<file path="src/rtl/histogram_readout.sv">
// Streams a completed 256-bin histogram out of a sync RAM as (bin, count, CDF) beats,
// then sweeps the RAM clear strobe once and pulses done.
//
// state | meaning
// ------+-----------------------------------------------------------
// IDLE  | waiting for iStart; the start cycle itself issues read 0
// READ  | issuing addresses while skid buffer + in-flight has room
// DRAIN | all addresses issued; emptying buffer until last beat taken
// CLEAR | oClearRam high for BINS cycles (down-counter to zero)
// DONE  | one-cycle oDone; accumulator and indices rearmed
module histogram_readout #(
    parameter int BINS  = 256,
    parameter int CNT_W = 20,
    parameter int CDF_W = 28
) (
    input  logic             iClk,
    input  logic             iRst_n,
    input  logic             iStart,
    output logic [7:0]       oRdAddr,
    input  logic [CNT_W-1:0] iRdData,
    output logic             oValid,
    input  logic             iReady,
    output logic [7:0]       oBin,
    output logic [CNT_W-1:0] oCount,
    output logic [CDF_W-1:0] oCdf,
    output logic             oLast,
    output logic             oClearRam,
    output logic             oBusy,
    output logic             oDone
);

    typedef enum logic [2:0] {S_IDLE, S_READ, S_DRAIN, S_CLEAR, S_DONE} state_t;

    typedef struct packed {
        logic [7:0]       bin;
        logic [CNT_W-1:0] cnt;
        logic [CDF_W-1:0] cdf;
        logic             last;
    } beat_t;

    localparam logic [8:0] LAST_IDX = 9'(BINS - 1);

    state_t           state_q, state_d;
    logic [8:0]       addr_q, addr_d;
    logic [8:0]       cap_q, cap_d;
    logic [8:0]       clr_q, clr_d;
    logic [CDF_W-1:0] acc_q, acc_d;
    logic             inflight_q, inflight_d;
    beat_t            ent0_q, ent0_d, ent1_q, ent1_d;
    logic             v0_q, v0_d, v1_q, v1_d;

    logic             pop;
    logic             can_read;
    logic             issue;
    logic [1:0]       occ_after;
    beat_t            cap_beat;

    assign pop = v0_q && iReady;

    // Room is judged after this cycle's acceptance so a free-flowing stream sustains one beat per cycle.
    assign occ_after = {1'b0, v0_q} + {1'b0, v1_q} + {1'b0, inflight_q} - {1'b0, pop};
    assign can_read  = ((state_q == S_IDLE) && iStart) || (state_q == S_READ);
    assign issue     = can_read && (occ_after < 2'd2);

    always_comb begin
        cap_beat      = '0;
        cap_beat.bin  = cap_q[7:0];
        cap_beat.cnt  = iRdData;
        cap_beat.cdf  = acc_q + CDF_W'(iRdData);
        cap_beat.last = (cap_q == LAST_IDX);
    end

    always_comb begin
        state_d    = state_q;
        addr_d     = addr_q;
        cap_d      = cap_q;
        clr_d      = clr_q;
        acc_d      = acc_q;
        ent0_d     = ent0_q;
        ent1_d     = ent1_q;
        v0_d       = v0_q;
        v1_d       = v1_q;
        inflight_d = issue;

        if (pop) begin
            ent0_d = ent1_q;
            v0_d   = v1_q;
            v1_d   = 1'b0;
        end
        if (inflight_q) begin
            if (!v0_d) begin
                ent0_d = cap_beat;
                v0_d   = 1'b1;
            end else begin
                ent1_d = cap_beat;
                v1_d   = 1'b1;
            end
            acc_d = cap_beat.cdf;
            cap_d = cap_q + 9'd1;
        end
        if (issue) begin
            addr_d = addr_q + 9'd1;
        end

        case (state_q)
            S_IDLE: begin
                if (iStart) state_d = S_READ;
            end
            S_READ: begin
                if (issue && (addr_q == LAST_IDX)) state_d = S_DRAIN;
            end
            S_DRAIN: begin
                if (pop && ent0_q.last) begin
                    state_d = S_CLEAR;
                    clr_d   = LAST_IDX;
                end
            end
            S_CLEAR: begin
                if (clr_q == 9'd0) state_d = S_DONE;
                else               clr_d   = clr_q - 9'd1;
            end
            S_DONE: begin
                state_d = S_IDLE;
                acc_d   = '0;
                cap_d   = '0;
                addr_d  = '0;
            end
            default: state_d = S_IDLE;
        endcase
    end

    always_ff @(posedge iClk or negedge iRst_n) begin
        if (!iRst_n) begin
            state_q    <= S_IDLE;
            addr_q     <= '0;
            cap_q      <= '0;
            clr_q      <= '0;
            acc_q      <= '0;
            inflight_q <= 1'b0;
            ent0_q     <= '0;
            ent1_q     <= '0;
            v0_q       <= 1'b0;
            v1_q       <= 1'b0;
        end else begin
            state_q    <= state_d;
            addr_q     <= addr_d;
            cap_q      <= cap_d;
            clr_q      <= clr_d;
            acc_q      <= acc_d;
            inflight_q <= inflight_d;
            ent0_q     <= ent0_d;
            ent1_q     <= ent1_d;
            v0_q       <= v0_d;
            v1_q       <= v1_d;
        end
    end

    assign oRdAddr   = (state_q == S_READ) ? addr_q[7:0] : 8'd0;
    assign oValid    = v0_q;
    assign oBin      = ent0_q.bin;
    assign oCount    = ent0_q.cnt;
    assign oCdf      = ent0_q.cdf;
    assign oLast     = v0_q && ent0_q.last;
    assign oClearRam = (state_q == S_CLEAR);
    assign oBusy     = (state_q != S_IDLE);
    assign oDone     = (state_q == S_DONE);

endmodule

</file>
<file path="config.mk">
export PLATFORM = sky130hd
export DESIGN_NAME = histogram_readout
export DESIGN_NICKNAME = d
export VERILOG_FILES = /design/src/rtl/histogram_readout.sv
export SDC_FILE = /design/constraint.sdc
export NUM_CORES = 1
export LEC_CHECK = 0
export BUFFER_PORTS_ARGS = -buffer_cell sky130_fd_sc_hd__buf_2
export CAP_MARGIN = 20
export CORE_MARGIN = 3
export CORE_UTILIZATION = 60
export CTS_CLUSTER_SIZE = 20
export DETAILED_ROUTE_END_ITERATION = 10
export HOLD_SLACK_MARGIN = 0.03
export MAX_ROUTING_LAYER = met4
export PLACE_DENSITY = 0.92
export SLEW_MARGIN = 20
export SYNTH_ARGS = -nofsm -noshare
export SYNTH_HDL_FRONTEND = slang
export SYNTH_SLANG_ARGS = --single-unit
</file>
<file path="constraint.sdc">
create_clock -name iClk -period 6.8 [get_ports iClk]
set_input_delay 0.34 -clock iClk [delete_from_list [all_inputs] [get_ports iClk]]
set_output_delay 0.34 -clock iClk [all_outputs]
set_load 0.05 [all_outputs]
</file>
Word level (Yosys, flattened, before mapping)
Index checks and enable logic that the tools add are counted.
{ "word_totals": {"memories": 0, "mem_bits_ro": 0, "latch_bits": 0, "ram_bits": 0, "output_inout_bits": 69, "regBits": 175, "word_cells": 74} }
{ "classes": {"n_shift": 0, "n_addsub": 7, "mux": 23, "bitwise": 0, "div": 0, "n_reduce_logical": 16, "eq_ne": 11, "n_lt_le_gt_ge": 1, "multipliers": 0} }
{ "ops": {"columns": ["cell", "count"], "rows": [
  ["$mux W57", 3],
  ["$mux W28", 2],
  ["$mux W9", 6],
  ["$add A28 B20 Y28", 1],
  ["$add A9 B1 Y9 const B", 2],
  ["$eq A9 B8 Y1 const B", 2],
  ["$pmux W9 S2", 1],
  ["$mux W3", 4],
  ["$pmux W3 S4", 1],
  ["$logic_not A9 Y1", 1],
  ["$sub A9 B1 Y9 const B", 1],
  ["$mux W8", 1],
  ["$ne A2 B2 Y1 const B", 4],
  ["$eq A3 B2 Y1 const B", 2],
  ["$logic_and A1 B1 Y1", 6],
  ["$reduce_bool A2 Y1", 3],
  ["$mux W1", 5],
  ["$reduce_and A4 Y1", 1],
  ["$eq A3 B1 Y1 const B", 1],
  ["$eq A3 B3 Y1 const B", 1],
  ["$logic_not A3 Y1", 1],
  ["$reduce_and A3 Y1", 1],
  ["$reduce_bool A3 Y1", 1],
  ["$add A1 B1 Y2", 1],
  ["6 further kinds", 6]
]} }

Depth between registers and ports, before layout
{ "depth": {"ltp_word": 8, "depth_mapped": 14, "depth_no_buf": 12} }

Worst setup path before layout
Ideal clock, no wire load.
{ "synth_timing": {"path_kind": "reg2reg", "startpoint": "reg v0_q, in the netlist oValid", "endpoint": "reg addr_q[5]", "arrival_time_ns": 3.377, "path_stages_with_launch": 15, "path_slack_ns": 3.291, "n_path_buf": 2, "path_cell_list": "dfrtp_1 nand2_1 inv_2 buf_1 clkbuf_1 ha_1 inv_1 ha_1 a21oi_1 xor2_1 o211ai_1 nor2_1 nand3_1 xor2_1 nor2_1"} }
{ "synth_between": {"elab_chain_len": 6, "word_cells_on_any_way": 7, "cone_classes": "add/sub (3); order compare (1); reduce/logical (3)"} }
{ "synth_rtl": {"columns": ["item", "line", "rtl"], "rows": [
  ["from (decl)", "50", "logic v0_q, v0_d, v1_q, v1_d;"],
  ["from (signal assigned)", "153", "v0_q <= v0_d;"],
  ["$add A1 B1 Y2", "61", "assign occ_after = {1'b0, v0_q} + {1'b0, v1_q} + {1'b0, inflight_q} - {1'b0, pop};"],
  ["$add A2 B1 Y2", "61", null],
  ["$sub A2 B1 Y2 (*)", "61", null],
  ["$lt A2 B2 Y1 (*)", "63", "assign issue = can_read && (occ_after < 2'd2);"],
  ["$logic_and A1 B1 Y1 (*)", "63", null],
  ["$reduce_bool A2 Y1 (no line) (*)", null, null],
  ["to (signal assigned)", "146", "addr_q <= addr_d;"],
  ["to (decl)", "44", "logic [8:0] addr_q, addr_d;"]
]} }
Every way passes the cells marked *; elsewhere a longest branch is shown, timed or not.
A chain may end at the register's enable or synchronous reset.

Final worst setup path
{ "layout_timing": {"startpoint": "reg inflight_q", "endpoint": "reg addr_q[7]"} }
{ "layout_between": {"elab_chain_len": 5} }
{ "layout_rtl": {"columns": ["item", "line", "rtl"], "rows": [
  ["from (decl)", "48", "logic inflight_q, inflight_d;"],
  ["from (signal assigned)", "150", "inflight_q <= inflight_d;"],
  ["$add A2 B1 Y2", "61", null],
  ["$sub A2 B1 Y2", "61", null],
  ["$lt A2 B2 Y1", "63", null],
  ["$logic_and A1 B1 Y1", "63", null],
  ["$reduce_bool A2 Y1 (no line)", null, null]
]} }
Every way passes these cells.

==> flow_metrics.env <==
export IMPL_setup_viol_count_final=0
export IMPL_antenna_diode_instance_count=0
export IMPL_dp_hpwl_um=13200
export IMPL_maximum_number_of_pins_on_one_net_before_global_route_repair=110
export IMPL_chipHeight_um=129
export IMPL_count_of_final_hold_check_violations=0
export IMPL_crit_path_max_incr_delay_ps=420
export IMPL_final_setup_skew_ps=8.68
export IMPL_yosys_register_bits=175
export IMPL_tightest_slew_ps=988
export IMPL_synthCells=899
export IMPL_routed_wirelength_um=19600
export IMPL_synth_edf_count=0
export IMPL_power_density_cell_area_mw_per_mm2=235
export IMPL_commonest_register_cell_after_synthesis="sky130_fd_sc_hd__dfrtp_1"
export IMPL_cts_hold_buffers=0
export IMPL_tritoncts="done"
export IMPL_antenna_violations_before_repair=0
export IMPL_share_of_yosys_cell_area_claimed_by_the_top_area_cell_type_pct=48.3
export IMPL_finalCriticalPeriod_ps=3350
export IMPL_global_route_usage_met3_pct=5.85
export IMPL_grt_pass1_vias=6438
export IMPL_synth_largest_area_cell="sky130_fd_sc_hd__dfrtp_1"
export IMPL_die_area_mm2=0.0166
export IMPL_drt_antenna_net_count=0
export IMPL_layout_nets=968
export IMPL_largest_vdd_supply_drop_mv=0.180
export IMPL_gr_usage_met2_pct=39.8
export IMPL_timing_final_ws_setup_ps=3450
export IMPL_grt_ovfl_total=0
export IMPL_first_pass_grt_wire_length_um=32100
export IMPL_critical_path_slowest_cell="sky130_fd_sc_hd__buf_4"
export IMPL_floorplan_io_pins=93
export IMPL_worst_hold_class="in2async"
export IMPL_yosysSeqAreaShare_pct=48.3
export IMPL_drt_initial_drc_count=565
export IMPL_routabilityCongestion=0.950
export IMPL_endpoint_kind="flip-flop"
export IMPL_grt_most_used_layer="met2"
export IMPL_groute_layer_met1_usage_pct=32.9
export IMPL_htreeDepth=4
export IMPL_crit_buf_inv=3
export IMPL_timing_final_crit_share_pct=49.3
export IMPL_drc=0
export IMPL_placementRows=44
export IMPL_coreArea_mm2=0.0146
export IMPL_drv_max_cap_violation_count=0
export IMPL_netlist_area_mm2=0.00907
export IMPL_share_of_post_route_cells_with_drive_strength_above_1_pct=19.6
export IMPL_placed_cell_count=1081
export IMPL_cts_root_buffer="sky130_fd_sc_hd__clkbuf_16"
export IMPL_groute_usage_overall_pct=25.2
export IMPL_critPathLaunchType="flip-flop"
export IMPL_ratio_of_routed_vias_to_standard_cells=5.94
export IMPL_max_freq_ghz=0.298
export IMPL_post_drt_wl_per_cell_um=17.6
export IMPL_post_layout_nonfiller_instances=1113
export IMPL_initial_utilization_pct=61.9
export IMPL_cts_resized=0
export IMPL_rsz0062_at_grt="false"
export IMPL_critPathArrivalTime_ps=3670
export IMPL_clock_sinks=175
export IMPL_cts_root_to_sink_buffers=2
export IMPL_cts_inserted_buffers=17
export IMPL_power_leakage_nw=4.94
export IMPL_dr_pass1_iters=5
export IMPL_ffs_w_async_s_r_synth_pct=100
export IMPL_slew_headroom_pct=34.1
export IMPL_drv_slew=0
export IMPL_path_clk_slew_ps=70
export IMPL_synthTopCellsByArea="sky130_fd_sc_hd__dfrtp_1, sky130_fd_sc_hd__mux2i_1, sky130_fd_sc_hd__mux2_2, sky130_fd_sc_hd__buf_4, sky130_fd_sc_hd__a21oi_1"
export IMPL_timing_critical_path_cells="buf_4 > inv_1 > ha_1 > inv_1 > ha_1 > a21oi_1 > xor2_1 > o211ai_1 > nor2_1 > nand3_1 > xor2_1 > nor2_1"
export IMPL_post_cts_setup_buffer_count=0
export IMPL_numPortBuffers=92
export IMPL_pre_cts_slack_ps=3590
export IMPL_detailroute_via_count=6615
export IMPL_post_synth_cell_area_avg_um2=10.1
export IMPL_path_delay_family="buffers and inverters"
export IMPL_path_class="reg2reg"
export IMPL_die_x_um=129
export IMPL_critical_path_peak_fanout=35
export IMPL_mappedNetlistNets=951
export IMPL_clkLatencyLatePin_ps=430
export IMPL_synth_warning_count=0
export IMPL_layout_stage_area_growth_over_the_synthesis_result_pct=9.49
export IMPL_outcome="finished, final reports clean"
export IMPL_setup_tns_final_ps=0
export IMPL_required_ps=7110
export IMPL_yosysUniqueCellTypes=58
[state kept, by name, indices dropped and copies added, names as in the netlist]
signal,cells
oBin,8
ent0_q,1
oCdf,28
oCount,20
state_q,3
addr_q,9
acc_q,28
ent1_q,57
oValid,1
v1_q,1
clr_q,9
inflight_q,1
cap_q,9
[layout by cell type, fill, tap and decap left out, types with 19 or more instances in the layout]
cell type                    n
sky130_fd_sc_hd__mux2i_1    56
sky130_fd_sc_hd__a211oi_1   19
sky130_fd_sc_hd__a21oi_1    75
sky130_fd_sc_hd__nand2_1    69
sky130_fd_sc_hd__dfrtp_1   175
sky130_fd_sc_hd__xor2_1     28
sky130_fd_sc_hd__ha_1       27
sky130_fd_sc_hd__nor2_1     89
sky130_fd_sc_hd__mux2_2     41
sky130_fd_sc_hd__nand3_1    22
sky130_fd_sc_hd__o21ai_0    46
sky130_fd_sc_hd__buf_2      91
[stage by stage]
step	hold WS (ps)	utilization [%]	power [mW]	cell area [µm²]
2_1_floorplan	44.4	-	1.14	9070
3_3_place_gp	455	63.0	1.18	9220
3_5_place_dp	463	63.0	1.18	9220
4_1_cts	72.2	67.8	2.34	9930
5_1_grt	94.3	67.8	2.40	9930
6_report	15.8	67.8	2.33	9930
[cell type report]
| cell class | count | area (µm²) |
|---|---|---|
| fill | 1076 | 4710 |
| sequential | 175 | 4380 |
| multi-input combinational | 607 | 4030 |
| timing repair buffer | 99 | 519 |
| clock buffer | 20 | 457 |
| clock inverter | 12 | 253 |
| tap | 184 | 230 |
| inverter | 16 | 60.1 |
[final timing paths]
check,startpoint,end,slack (ps),cells after the start
max,inflight_q$_DFF_PN0_,addr_q[7]$_DFFE_PN0P_,3450,12
min,iRst_n,oCdf[23]$_DFF_PN0_,20,1
max reg2reg,inflight_q$_DFF_PN0_,addr_q[7]$_DFFE_PN0P_,3450,12
min reg2reg,clr_q[7]$_DFFE_PN0P_,clr_q[7]$_DFFE_PN0P_,470,1
max in group asynchronous,iRst_n,ent1_q[33]$_DFFE_PN0P_,5420,2
min in group iClk,iRdData[5],ent1_q[34]$_DFFE_PN0P_,200,2
[cells by family (layout without fill, tap and decap cells)]
| group | count (synthesis) | count (layout) | share of synthesized area [%] |
|---|---|---|---|
| and+or+nand+nor | 248 | 248 | 12.5 |
| AOI/OAI and AO/OA | 191 | 191 | 12.6 |
| DFF | 175 | 175 | 48.3 |
| buffers and inverters | 117 | 147 | 7.34 |
| muxes | 97 | 97 | 11.3 |
| xor gates and xnor gates | 43 | 43 | 4.15 |
| adders and majority gates | 28 | 28 | 3.94 |
[power breakdown]
group,switching (mW),leakage [nW],internal (mW),total (mW)
Clock,0.416,0.341,0.750,1.17
Sequential,0.00247,2.36,1.05,1.05
Combinational,0.0848,2.23,0.0315,0.116
Total,0.503,4.94,1.83,2.33
[per-layer routing]
layer | share of wire, % | up-vias
met5 | 0 | -
met4 | 1.4 | 0
met3 | 6.1 | 26
met2 | 49 | 213
met1 | 43 | 3247
li1 | - | 3129
[synthesized netlist by cell type, drive strengths merged (19+ instances only)]
cell type / instances
o21ai: 51
clkbuf: 37
a21oi: 76
nand2: 71
a211oi: 19
dfrtp: 175
ha: 27
mux2: 41
xor2: 28
nor2: 91
buf: 64
mux2i: 56
nand3: 22
Note: power is estimated with default switching activity, not from simulation.
